$ cat config.mk
export PLATFORM = sky130hd
export DESIGN_NAME = cla_pipe_adder
export DESIGN_NICKNAME = d
export VERILOG_FILES = /design/src/rtl/cla_pipe_adder_pkg.sv /design/src/rtl/cla_pipe_adder_group.sv /design/src/rtl/cla_pipe_adder.sv
export SDC_FILE = /design/constraint.sdc
export NUM_CORES = 1
export LEC_CHECK = 0
export CAP_MARGIN = 20
export CORE_UTILIZATION = 40
export DETAILED_ROUTE_END_ITERATION = 8
export PLACE_DENSITY_LB_ADDON = 0.2
export SETUP_SLACK_MARGIN = 0.4
export SYNTH_ARGS = -nofsm -noshare
export SYNTH_HDL_FRONTEND = slang
export SYNTH_SLANG_ARGS = --single-unit
$ cat constraint.sdc
create_clock -name clk -period 3.5 [get_ports clk]
set_clock_uncertainty 0.15 [all_clocks]
set_input_delay 0.875 -clock clk [delete_from_list [all_inputs] [get_ports clk]]
set_output_delay 0.875 -clock clk [all_outputs]
set_load 0.02 [all_outputs]
$ cat src/rtl/cla_pipe_adder_pkg.sv
// Shared configuration for the pipelined carry-lookahead adder.
// Holds the default geometry, the slice-width helper and the geometry check
// used at elaboration time by cla_pipe_adder.
package cla_pipe_adder_pkg;

  localparam int unsigned DEF_WIDTH  = 32;
  localparam int unsigned DEF_GROUP  = 4;
  localparam int unsigned DEF_STAGES = 2;

  // Bits resolved per pipeline stage.
  function automatic int unsigned slice_width(input int unsigned width,
                                              input int unsigned stages);
    return width / stages;
  endfunction

  // Geometry is legal only when every stage holds a whole number of groups.
  function automatic bit cfg_ok(input int unsigned width,
                                input int unsigned group,
                                input int unsigned stages);
    return (group != 0) && (stages != 0) && ((width % (group * stages)) == 0);
  endfunction

endpackage

$ cat src/rtl/cla_pipe_adder_group.sv
// cla_group: combinational GROUP-bit carry-lookahead block.
// Ports:
//   a, b  : operand bits (b is already the effective, possibly inverted, operand)
//   ci    : carry into the group
//   sum   : group sum bits
//   p, g  : group propagate / generate (g is the carry-out with ci forced 0)
//   co    : carry out of the group
module cla_group
  import cla_pipe_adder_pkg::*;
#(
  parameter int unsigned GROUP = DEF_GROUP
) (
  input  logic [GROUP-1:0] a,
  input  logic [GROUP-1:0] b,
  input  logic             ci,
  output logic [GROUP-1:0] sum,
  output logic             p,
  output logic             g,
  output logic             co
);

  logic [GROUP-1:0] bp;
  logic [GROUP-1:0] bg;
  logic [GROUP:0]   c;
  logic             acc;
  logic             pp;

  assign bp = a ^ b;
  assign bg = a & b;

  // Every carry is a flat sum of products over the bit p/g terms (no ripple).
  always_comb begin
    c   = '0;
    g   = 1'b0;
    acc = 1'b0;
    pp  = 1'b1;
    for (int i = 0; i <= int'(GROUP); i++) begin
      acc = 1'b0;
      pp  = 1'b1;
      for (int j = i - 1; j >= 0; j--) begin
        acc = acc | (bg[j] & pp);
        pp  = pp & bp[j];
      end
      c[i] = acc | (pp & ci);
      if (i == int'(GROUP)) g = acc;
    end
  end

  assign sum = bp ^ c[GROUP-1:0];
  assign p   = &bp;
  assign co  = c[GROUP];

endmodule

$ cat src/rtl/cla_pipe_adder.sv
// cla_pipe_adder: pipelined carry-lookahead adder/subtractor with a
// valid/ready handshake. Slice k of the word is resolved in stage k; the
// carry and the accumulated word P/G are registered between stages.
// Ports:
//   clk, rst_n            : clock, synchronous active-low reset
//   in_valid / in_ready   : operand handshake (in_ready is 0 during reset)
//   A, B, Cin, Sub        : operands, carry-in (add only), subtract select
//   out_valid / out_ready : result handshake
//   Sum, Cout, Ovf        : result, carry out of MSB, signed overflow
//   Zero                  : result valid and Sum == 0
//   P, G                  : word propagate / generate
module cla_pipe_adder
  import cla_pipe_adder_pkg::*;
#(
  parameter int unsigned WIDTH  = DEF_WIDTH,
  parameter int unsigned GROUP  = DEF_GROUP,
  parameter int unsigned STAGES = DEF_STAGES
) (
  input  logic             clk,
  input  logic             rst_n,
  input  logic             in_valid,
  output logic             in_ready,
  input  logic [WIDTH-1:0] A,
  input  logic [WIDTH-1:0] B,
  input  logic             Cin,
  input  logic             Sub,
  output logic             out_valid,
  input  logic             out_ready,
  output logic [WIDTH-1:0] Sum,
  output logic             Cout,
  output logic             Ovf,
  output logic             Zero,
  output logic             P,
  output logic             G
);

  localparam int unsigned S  = slice_width(WIDTH, STAGES);
  localparam int unsigned NG = S / GROUP;

  if (!cfg_ok(WIDTH, GROUP, STAGES)) begin : g_cfg_check
    $error("cla_pipe_adder: WIDTH must be a multiple of GROUP*STAGES");
  end

  // Pipeline registers, one element per stage.
  logic [STAGES-1:0] v_r;
  logic [STAGES-1:0] c_r;
  logic [STAGES-1:0] p_r;
  logic [STAGES-1:0] g_r;
  logic [WIDTH-1:0]  sum_r [STAGES];
  logic [WIDTH-1:0]  a_r   [STAGES];
  logic [WIDTH-1:0]  b_r   [STAGES];
  logic              ovf_r;

  // Next-state values produced by each stage's slice logic.
  logic [STAGES-1:0] rdy;
  logic [STAGES-1:0] up_v;
  logic [STAGES-1:0] c_nx;
  logic [STAGES-1:0] p_nx;
  logic [STAGES-1:0] g_nx;
  logic [WIDTH-1:0]  sum_nx [STAGES];
  logic [WIDTH-1:0]  a_nx   [STAGES];
  logic [WIDTH-1:0]  b_nx   [STAGES];
  logic              ovf_nx;
  logic              rdy_acc;

  logic [WIDTH-1:0]  b_eff;
  logic              c0;

  // Subtract is A + ~B + 1, so Cin is overridden in that mode.
  assign b_eff = Sub ? ~B : B;
  assign c0    = Sub | Cin;

  // ready_k = !valid_k || ready_{k+1}, unrolled from the output end.
  always_comb begin
    rdy     = '0;
    rdy_acc = out_ready;
    for (int k = int'(STAGES) - 1; k >= 0; k--) begin
      rdy_acc = rdy_acc | ~v_r[k];
      rdy[k]  = rdy_acc;
    end
  end

  always_comb begin
    up_v    = '0;
    up_v[0] = in_valid;
    for (int k = 1; k < int'(STAGES); k++) up_v[k] = v_r[k-1];
  end

  assign in_ready = rdy[0] & rst_n;

  for (genvar k = 0; k < STAGES; k++) begin : g_stage
    localparam int unsigned LO = k * S;

    logic [S-1:0]     sa;
    logic [S-1:0]     sb;
    logic [S-1:0]     ssum;
    logic             sci;
    logic             pin;
    logic             gin;
    logic [WIDTH-1:0] sum_in;
    logic [WIDTH-1:0] snx;
    logic [NG-1:0]    gp;
    logic [NG-1:0]    gg;
    logic [NG-1:0]    gco;
    logic [NG-1:0]    cg;
    logic [NG:0]      la_g;
    logic [NG:0]      la_pp;
    logic             la_acc;
    logic             la_p;
    logic             unused_co;

    if (k == 0) begin : g_first
      assign sa      = A[S-1:0];
      assign sb      = b_eff[S-1:0];
      assign sci     = c0;
      assign pin     = 1'b1;
      assign gin     = 1'b0;
      assign sum_in  = '0;
      assign a_nx[k] = A;
      assign b_nx[k] = b_eff;
    end else begin : g_next
      assign sa      = a_r[k-1][LO +: S];
      assign sb      = b_r[k-1][LO +: S];
      assign sci     = c_r[k-1];
      assign pin     = p_r[k-1];
      assign gin     = g_r[k-1];
      assign sum_in  = sum_r[k-1];
      assign a_nx[k] = a_r[k-1];
      assign b_nx[k] = b_r[k-1];
    end

    // Group-level lookahead: la_g[i]/la_pp[i] are generate/propagate of groups 0..i-1.
    always_comb begin
      la_g   = '0;
      la_pp  = '0;
      la_acc = 1'b0;
      la_p   = 1'b1;
      for (int i = 0; i <= int'(NG); i++) begin
        la_acc = 1'b0;
        la_p   = 1'b1;
        for (int j = i - 1; j >= 0; j--) begin
          la_acc = la_acc | (gg[j] & la_p);
          la_p   = la_p & gp[j];
        end
        la_g[i]  = la_acc;
        la_pp[i] = la_p;
      end
    end

    for (genvar m = 0; m < NG; m++) begin : g_grp
      assign cg[m] = la_g[m] | (la_pp[m] & sci);

      cla_group #(.GROUP(GROUP)) u_grp (
        .a   (sa[m*GROUP +: GROUP]),
        .b   (sb[m*GROUP +: GROUP]),
        .ci  (cg[m]),
        .sum (ssum[m*GROUP +: GROUP]),
        .p   (gp[m]),
        .g   (gg[m]),
        .co  (gco[m])
      );
    end

    // Only the top group's carry leaves the slice; the rest duplicate cg.
    assign unused_co = &gco;

    always_comb begin
      snx           = sum_in;
      snx[LO +: S]  = ssum;
    end

    assign sum_nx[k] = snx;
    assign c_nx[k]   = gco[NG-1];
    assign p_nx[k]   = pin & la_pp[NG];
    assign g_nx[k]   = la_g[NG] | (la_pp[NG] & gin);

    // Carry into the MSB is recovered from the MSB sum bit.
    if (k == STAGES - 1) begin : g_last
      assign ovf_nx = ssum[S-1] ^ sa[S-1] ^ sb[S-1] ^ gco[NG-1];
    end
  end

  // A stage loads only on a transfer into it and otherwise holds.
  always_ff @(posedge clk) begin
    if (!rst_n) begin
      v_r   <= '0;
      c_r   <= '0;
      p_r   <= '0;
      g_r   <= '0;
      ovf_r <= 1'b0;
      for (int k = 0; k < int'(STAGES); k++) begin
        sum_r[k] <= '0;
        a_r[k]   <= '0;
        b_r[k]   <= '0;
      end
    end else begin
      for (int k = 0; k < int'(STAGES); k++) begin
        if (rdy[k]) v_r[k] <= up_v[k];
        if (rdy[k] && up_v[k]) begin
          sum_r[k] <= sum_nx[k];
          a_r[k]   <= a_nx[k];
          b_r[k]   <= b_nx[k];
          c_r[k]   <= c_nx[k];
          p_r[k]   <= p_nx[k];
          g_r[k]   <= g_nx[k];
        end
      end
      if (rdy[STAGES-1] && up_v[STAGES-1]) ovf_r <= ovf_nx;
    end
  end

  logic unused_ops;
  assign unused_ops = ^{a_r[STAGES-1], b_r[STAGES-1]};

  assign out_valid = v_r[STAGES-1];
  assign Sum       = sum_r[STAGES-1];
  assign Cout      = c_r[STAGES-1];
  assign Ovf       = ovf_r;
  assign P         = p_r[STAGES-1];
  assign G         = g_r[STAGES-1];
  assign Zero      = v_r[STAGES-1] & (sum_r[STAGES-1] == '0);

endmodule

==> impl_metrics.env, run 1 <==
export IMPL_worst_setup_path_start_kind="primary input"
export IMPL_syn_to_final_growth_pct=39.2
export IMPL_dieArea_sq_mm=0.0132
export IMPL_core_sq_mm=0.0123
export IMPL_finalCritPeriodShare_pct=87.6
export IMPL_timing_worst_setup_path_type="primary input to output pin"
export IMPL_cts_htree_levels=3
export IMPL_tns_ns=0
export IMPL_synth_compound_area_share_pct=9.73
export IMPL_cts_root_buf="clkbuf_16"
export IMPL_synthArstFlopShare_pct=0
export IMPL_io_buffers=108
export IMPL_drt_initial_drc_count=192
export IMPL_status="finished, final reports clean"
export IMPL_syn_inst=453
export IMPL_setup_viol=0
export IMPL_ys_flop_type="edfxtp_1"
export IMPL_maxSlewViolCount=0
export IMPL_grt_usage_pct=18.9
export IMPL_synth_mux_area_fraction_pct=1.20
export IMPL_synthAdderAreaFrac_pct=11.0
export IMPL_avgSynthCellArea_sq_um=11.3
export IMPL_via_per_inst=5.04
export IMPL_power_leakage_uw=0.00294
export IMPL_swShare_pct=26.5
export IMPL_ant_nets=0
export IMPL_post_drt_wl_per_cell_um=15.5
export IMPL_grt_pass1_vias=3880
export IMPL_power_density_mw_per_mm2=459
export IMPL_synth_simple_gate_area_share_pct=16.9
export IMPL_required_ns=2.47
export IMPL_final_util_pct=58.1
export IMPL_ios=109
export IMPL_routed_wl_um=11900
export IMPL_synth_top_family_by_area="simple AND/OR/NAND/NOR gates"
export IMPL_p_switching_uw=868
export IMPL_place_congestion=0.842
export IMPL_ys_ff_latch=89
export IMPL_cts_buffers=9
export IMPL_clock_path_buffers=2
export IMPL_p_seq_share_pct=40.9
export IMPL_clock_sinks=89
export IMPL_antenna_found_initial=0
export IMPL_diodes=0
export IMPL_dp_hpwl_um=8980
export IMPL_worst_setup_path_end_kind="output pin"
export IMPL_layout_cells_non_filler=766
export IMPL_final_net_count=703
export IMPL_grt_max_degree=30
export IMPL_cp_max_fo=4
export IMPL_die_x_um=115
export IMPL_p_comb_share_pct=25.5
export IMPL_rsz0062_at_grt="yes"
export IMPL_grt_pass1_wl_um=18800
export IMPL_drcViolationCount=0
export IMPL_arrival_ns=2.04
export IMPL_pwr_share_clk_pct=33.6
export IMPL_die_height_um=115
export IMPL_slew_headroom_pct=66.0
export IMPL_hold_viol_final=0
export IMPL_cts_tree="done"
export IMPL_drive_gt1_share_pct=13.5
export IMPL_hold_ws_ns=0.322
export IMPL_ir_drop_v=0.000254
export IMPL_ys_types=53
export IMPL_syn_num_nets=563
export IMPL_drv_cap=0
export IMPL_fill_cells=1032
export IMPL_vias=3862
export IMPL_hold_path_class="flip-flop to flip-flop"
export IMPL_insertion_delay_ns=0.34
export IMPL_dr_pass1_iters=4
export IMPL_rows=40
export IMPL_syn_area_sq_mm=0.00512
export IMPL_start_util_pct=41.7
export IMPL_worst_pin_slew_ns=0.508
export IMPL_yosys_warnings=0
export IMPL_period_needed_ns=3.07
export IMPL_synth_edff_count=80
export IMPL_synth_seq_area_share_pct=50.5
export IMPL_place_inst=736
export IMPL_synth_xor_area_share_pct=8.39
export IMPL_p_int_uw=2400
export IMPL_grt_ovfl_total=0
export IMPL_clk_pin_slew_ns=0.06
export IMPL_cts_hold_buffers=0
export IMPL_fmax_mhz=326
[stage by stage]
step | instance area [sq um] | setup slack (ns) | total power (uW)
floorplan | 5150 | 0.223 | 1820
global placement | 6560 | 0.0257 | 2120
detailed placement | 6560 | -0.0200 | 2140
CTS | 7010 | 0.405 | 3270
global route | 7120 | 0.382 | 3430
finish | 7120 | 0.433 | 3270
[sequential cells by signal, summed over array words and instances (netlist names)]
name / count
a_r: 16
p_r: 2
g_r: 2
b_r: 16
c_r: 2
Ovf: 1
v_r: 2
sum_r: 48
[cells in the mapped netlist (3+ instances only)]
master / count / area (sq um)
a21oi_1: 18 / 90.1
o21a_1: 3 / 22.5
nor3b_1: 3 / 22.5
nor2_1: 51 / 191
inv_1: 18 / 67.6
ha_1: 32 / 400
nand2_1: 23 / 86.3
xor2_1: 23 / 201
a21boi_0: 5 / 37.5
edfxtp_1: 80 / 2400
xnor2_1: 26 / 228
mux2i_1: 5 / 50.1
buf_1: 5 / 18.8
nor4_1: 8 / 50.1
a221oi_1: 3 / 26.3
o21ai_0: 11 / 55.1
nor3_1: 4 / 20.0
dfxtp_1: 9 / 180
a21o_1: 16 / 120
and2_1: 40 / 250
clkbuf_1: 8 / 30.0
fa_1: 8 / 160
nand2b_1: 8 / 50.1
nand3_1: 4 / 20.0
nand4_1: 10 / 62.6
[layer usage]
layer,up-vias,global-route usage (%),wire length [um]
met5,-,0,0
met4,0,9.35,246
met3,17,2.42,491
met2,103,32.9,5860
met1,1834,23.3,5270
li1,1908,-,-
[cell families after synthesis]
logic type | after synthesis
simple gates | 165
mux | 6
buf+inv | 32
compound gates | 72
fa+ha+maj | 40
flops | 89
xor+xnor | 49
[cell usage in the layout (no fill, tap or decap), types with 2 or more instances in the layout]
master           netlist  layout
a21boi_0               5       3
edfxtp_1              80      80
fa_1                   8       6
o221ai_2               1       2
dfxtp_1                9       9
inv_6                  0       2
o21ai_0               11      11
nor4_1                 8       5
clkbuf_16              0       9
nor2_1                51      50
xor2_1                23      22
nand3b_1               2       2
nor4_2                 0       3
nand2_1               23      22
o21bai_1               2       2
ha_4                   0       4
nand3_1                4       4
nor2b_1                2       2
dlygate4sd2_1          0       6
buf_4                  0      35
nand2b_1               8       8
o31ai_1                2       2
nand4_1               10      10
nor3b_1                3       3
mux2i_1                5       5
bufinv_16              0       3
and2_1                40      40
a21oi_1               18      15
a21o_1                16      16
inv_1                 18      18
o21a_1                 3       3
nor3_1                 4       3
ha_1                  32      28
clkdlybuf4s50_1        0      99
dlymetal6s2s_1         0       2
a21oi_2                0       3
fa_2                   0       2
xnor2_1               26      26
[power groups by stage]
| stage | combinational [uW] | clock, uW | sequential (uW) |
|---|---|---|---|
| detailed placement | 780 | 0 | 1360 |
| finish | 834 | 1100 | 1340 |
| global route | 918 | 1160 | 1350 |
| floorplan | 419 | 0 | 1400 |
| CTS | 806 | 1120 | 1340 |
| global placement | 762 | 0 | 1360 |
[critical path, stage by stage]
cell,delay (ns)
clkdlybuf4s50_1,0.43
nand3b_1,0.23
and2_1,0.19
dlygate4sd2_1,0.31
[what timing repair did]
action,CTS,global route
endpoints found under the hold margin,0,0
setup buffers,11,3
endpoints found under the setup margin,4,12
gates resized for setup,12,16
cloned,0,0
pin swaps,13,16
[layout make-up]
class | instances | area (sq um) | area share, %
clock buffers | 9 | 225 | 3.16
clock inverters | 7 | 116 | 1.63
inverters | 18 | 67.6 | 0.949
multi-input cells | 332 | 2570 | 36.1
flip-flops and latches | 89 | 2580 | 36.3
well taps | 168 | 210 | 2.95
repair buffers | 143 | 1350 | 19.0
[path summary, 6_finish.rpt]
path | from | endpoint | slack, ns | cells after the start
worst min-delay path | p_r[0] | p_r[0] | 0.32 | 2
worst max register to register | a_r[0][19] | sum_r[0][61] | 0.73 | 8
worst min register to register | p_r[0] | p_r[0] | 0.32 | 2
worst max-delay path | out_ready | in_ready | 0.43 | 4
(Power assumes the default switching activity.)
==> run 2, diff against run 1 <==
- CORE_MARGIN: default -> 2
==> run 2 against run 1 <==
  * Global-route usage shrank 1.8 points
  * Routed wire length decreased by 3.2%
  * Utilization shrank 2.2 points
  * Cell area decreased by 1.4%
  * Critical endpoint is now sum_r[0][12]
  * Register-to-register slack barely moved
  * Highest routed layer unchanged
  * First-iteration DRC count rose by 0.52%
  * Non-clock buffer count shrank 5
  * Critical path type is now primary input to flip-flop
==> impl_metrics.env, run 2 (synthesized netlist as in run 1, its figures left out) <==
export IMPL_ios=109
export IMPL_diodes=0
export IMPL_period_needed_ns=3.05
export IMPL_routed_wl_um=11500
export IMPL_die_height_um=117
export IMPL_post_drt_wl_per_cell_um=15.0
export IMPL_power_density_mw_per_mm2=450
export IMPL_worst_slack_ns=0.448
export IMPL_power_leakage_uw=0.00292
export IMPL_hold_start="p_r[0]"
export IMPL_final_net_count=698
export IMPL_fill_cells=1100
export IMPL_drt_initial_drc_count=193
export IMPL_tns_ns=0
export IMPL_ir_drop_v=0.000255
export IMPL_timing_worst_setup_path_type="primary input to flip-flop"
export IMPL_cts_root_buf="clkbuf_16"
export IMPL_antenna_found_initial=0
export IMPL_startpoint="A[3]"
export IMPL_die_x_um=117
export IMPL_grt_usage_pct=17.1
export IMPL_final_util_pct=55.9
export IMPL_final_common_cell="clkdlybuf4s50_1"
export IMPL_rsz0062_at_grt="yes"
export IMPL_cts_hold_buffers=0
export IMPL_clk_pin_slew_ns=0.06
export IMPL_hold_viol_final=0
export IMPL_ant_nets=0
export IMPL_drive_gt1_share_pct=12.3
export IMPL_r2r_start="a_r[0][17]"
export IMPL_grt_max_degree=31
export IMPL_hold_path_class="flip-flop to flip-flop"
export IMPL_dr_pass1_iters=4
export IMPL_drcViolationCount=0
export IMPL_cts_htree_levels=3
export IMPL_ff_latch_area_sq_mm=0.00258
export IMPL_clock_sinks=89
export IMPL_top_regs="sum_r (48), a_r (16), b_r (16)"
export IMPL_dp_hpwl_um=8860
export IMPL_slew_headroom_pct=64.3
export IMPL_status="finished, final reports clean"
export IMPL_setup_viol=0
export IMPL_via_per_inst=4.93
export IMPL_cts_tree="done"
export IMPL_grt_pass1_wl_um=17800
export IMPL_finalCritPeriodShare_pct=87.2
export IMPL_start_util_pct=40.7
export IMPL_vias=3763
export IMPL_dieArea_sq_mm=0.0137
export IMPL_grt_ovfl_total=0
export IMPL_cts_buffers=9
export IMPL_place_congestion=0.875
export IMPL_largest_register="sum_r"
export IMPL_grt_pass1_vias=3650
export IMPL_maxSlewViolCount=0
export IMPL_cp_max_fo=4
export IMPL_worst_setup_path_end_kind="flip-flop"
export IMPL_fmax_mhz=328
export IMPL_layout_cells_non_filler=764
export IMPL_arrival_ns=2.99
export IMPL_core_sq_mm=0.0126
export IMPL_insertion_delay_ns=0.34
export IMPL_place_ws_ns=-0.00698
export IMPL_worst_setup_path_start_kind="primary input"
export IMPL_drv_cap=0
export IMPL_final_cell_mix="clkdlybuf4s50_1, edfxtp_1, nor2_1, and2_1"
export IMPL_hold_ws_ns=0.311
export IMPL_worst_pin_slew_ns=0.534
export IMPL_rows=41
export IMPL_clock_path_buffers=2
export IMPL_required_ns=3.44
export IMPL_place_inst=741
export IMPL_syn_to_final_growth_pct=37.3
export IMPL_multiInputGateArea_sq_mm=0.00253
export IMPL_largest_reg_flops=48
export IMPL_io_buffers=108
## run 2: changes by cell type in the layout (fill, tap and decap cells not counted), sizes merged
cell / previous run / this run
clkinv: 2 / 3
clkbuf: 9 / 10
buf: 36 / 31
inv: 20 / 18
bufinv: 3 / 2
dlymetal6s2s: 2 / 6
dlygate4sd2: 6 / 2
## run 2: power by group
part	internal (uW)	switching, uW
Combinational	406	406
Sequential	1290	52.4
Clock	622	390
Total	2310	848
## run 2: path summary, 6_finish.rpt
kind,cells past startpoint,to,slack (ns)
worst min register to register,2,p_r[0],0.31
worst min-delay path,2,p_r[0],0.31
worst max register to register,8,sum_r[0][61],0.72
worst max-delay path,8,sum_r[0][12],0.45
## run 2: critical path, stage by stage
cell             delay, ns
clkdlybuf4s50_1       0.40
ha_1                  0.36
nand4_1               0.16
o221ai_2              0.23
a221oi_2              0.10
o21a_2                0.25
fa_2                  0.58
nor2_2                0.04
## run 2: timing repair
item,CTS,global route
buffers inserted,2,6
pin swaps,5,17
gates resized for setup,5,19
setup endpoints to repair,4,13
## run 2: layout make-up
type,count,share of cell area [%]
inverter,18,0.962
tap,172,3.06
sequential,89,36.8
clock inverter,5,1.16
multi-input combinational,332,36.0
clock buffer,10,3.26
timing repair buffer,138,18.7
## run 2: per-layer routing
| metal | up-vias | GRT usage, % | part of all wire [%] |
|---|---|---|---|
| met5 | - | 0 | 0 |
| met4 | 0 | 5.49 | 1.8 |
| met3 | 15 | 3.35 | 4.2 |
| met2 | 95 | 28.2 | 48 |
| met1 | 1760 | 22.8 | 46 |
| li1 | 1893 | - | - |
## run 2: stage by stage
stage / area (sq um) / power, uW
final: 7020 / 3160
after global routing: 7020 / 3310
after CTS: 6900 / 3150
after detailed placement: 6560 / 2140
after global placement: 6560 / 2120
after floorplan: 5150 / 1820
==> run 3, diff against run 2 <==
- HOLD_SLACK_MARGIN: default -> 0.03
- PLACE_DENSITY_LB_ADDON: 0.2 -> 0.08
==> run 3 against run 2 <==
  * Sequential cell count stayed put
  * Non-clock buffer count rose by 14
  * Clock-buffer cell count decreased by 1
  * Power fell by 0.89%
  * Global-route usage rose by 0.86 points
  * Clock power decreased by 5%
  * Register-to-register slack got worse by 0.02 ns
  * Fmax increased by 0.91%
==> impl_metrics.env, run 3 (synthesized netlist as in run 1, its figures left out) <==
export IMPL_clock_sinks=89
export IMPL_worst_setup_path_start_kind="primary input"
export IMPL_vias=3819
export IMPL_worst_pin_slew_ns=0.521
export IMPL_start_util_pct=40.7
export IMPL_fill_cells=1128
export IMPL_largest_register="sum_r"
export IMPL_diodes=0
export IMPL_status="finished, final reports clean"
export IMPL_clk_pin_slew_ns=0.06
export IMPL_grt_max_degree=30
export IMPL_cp_max_fo=4
export IMPL_via_per_inst=4.90
export IMPL_dieArea_sq_mm=0.0137
export IMPL_rsz0062_at_grt="yes"
export IMPL_required_ns=3.54
export IMPL_ir_drop_v=0.000236
export IMPL_hold_path_class="flip-flop to flip-flop"
export IMPL_cts_tree="done"
export IMPL_worst_setup_path_end_kind="flip-flop"
export IMPL_setup_viol=0
export IMPL_ant_nets=0
export IMPL_place_congestion=0.863
export IMPL_core_sq_mm=0.0126
export IMPL_ff2ff_setup_slack_ns=0.70
export IMPL_power_density_mw_per_mm2=441
export IMPL_maxSlewViolCount=0
export IMPL_routed_wl_um=11800
export IMPL_final_net_count=712
export IMPL_slew_headroom_pct=64.9
export IMPL_cts_buffers=9
export IMPL_die_x_um=117
export IMPL_insertion_delay_ns=0.34
export IMPL_power_leakage_uw=0.00297
export IMPL_io_buffers=108
export IMPL_dp_hpwl_um=9010
export IMPL_clock_path_buffers=2
export IMPL_ios=109
export IMPL_dr_pass1_iters=4
export IMPL_top_regs="sum_r (48), a_r (16), b_r (16)"
export IMPL_timing_worst_setup_path_type="primary input to flip-flop"
export IMPL_cts_hold_buffers=0
export IMPL_post_drt_wl_per_cell_um=15.1
export IMPL_tns_ns=0
export IMPL_worst_slack_ns=0.475
export IMPL_arrival_ns=3.06
export IMPL_grt_pass1_wl_um=18500
export IMPL_cts_htree_levels=3
export IMPL_final_common_cell="clkdlybuf4s50_1"
export IMPL_grt_usage_pct=17.9
export IMPL_grt_pass1_vias=3839
export IMPL_stdcell_area_sq_mm=0.00711
export IMPL_hold_viol_final=0
export IMPL_rows=41
export IMPL_period_needed_ns=3.02
export IMPL_antenna_found_initial=0
export IMPL_grt_ovfl_total=0
export IMPL_final_cell_mix="clkdlybuf4s50_1, edfxtp_1, nor2_1, buf_4, and2_1"
export IMPL_dpl_cell_area_sq_mm=0.00656
export IMPL_cts_root_buf="clkbuf_16"
export IMPL_syn_to_final_growth_pct=39.0
export IMPL_place_ws_ns=0.00114
export IMPL_drive_gt1_share_pct=14.5
export IMPL_die_height_um=117
export IMPL_drv_cap=0
export IMPL_drt_initial_drc_count=151
export IMPL_fmax_mhz=331
export IMPL_drcViolationCount=0
export IMPL_largest_reg_flops=48
export IMPL_finalCritPeriodShare_pct=86.4
run 3: metal layers:
metal	track usage (%)	share of wire (%)	vias up
met4	7.45	2.3	0
met5	0	0	-
met3	3.19	5.0	21
met2	29.3	48	90
met1	23.7	45	1784
li1	-	-	1924
run 3: power breakdown:
part           switching, uW  internal (uW)
registers               58.3           1290
clock network            411            552
logic                    407            420
total                    876           2260
run 3: worst max-delay path: stages:
cell,delay (ns)
clkdlybuf4s50_1,0.41
ha_1,0.36
a21oi_2,0.20
o221ai_2,0.15
buf_4,0.16
buf_4,0.13
a21o_1,0.17
a21o_1,0.19
a21oi_1,0.21
mux2i_1,0.21
run 3: final timing paths:
| check | start | to | cells after the start |
|---|---|---|---|
| max reg2reg | a_r[0][17] | sum_r[0][61] | 8 |
| max | A[3] | sum_r[0][7] | 10 |
| min | p_r[0] | p_r[0] | 2 |
| min reg2reg | p_r[0] | p_r[0] | 2 |
run 3: through the flow:
step	util, %	power, uW	hold WS [ns]	instances
floorplan	-	1820	0.291	453
finish	56.6	3130	0.325	779
CTS	55.7	3120	0.323	773
global placement	52.2	2120	0.305	740
global route	56.6	3280	0.349	779
detailed placement	52.2	2140	0.314	740
run 3: final cells by class:
cell class                 count  area (sq um)  area share [%]
multi-input combinational    332          2540            35.7
sequential                    89          2580            36.3
tap                          172           215            3.03
clock inverter                 7          70.1           0.985
clock buffer                   9           225            3.17
inverter                      18          67.6           0.950
timing repair buffer         152          1410            19.8
run 3: timing repair:
item | CTS | global route
setup endpoints to repair | 5 | 16
setup buffers | 17 | 6
pin swaps | 13 | 13
resized for setup | 10 | 18
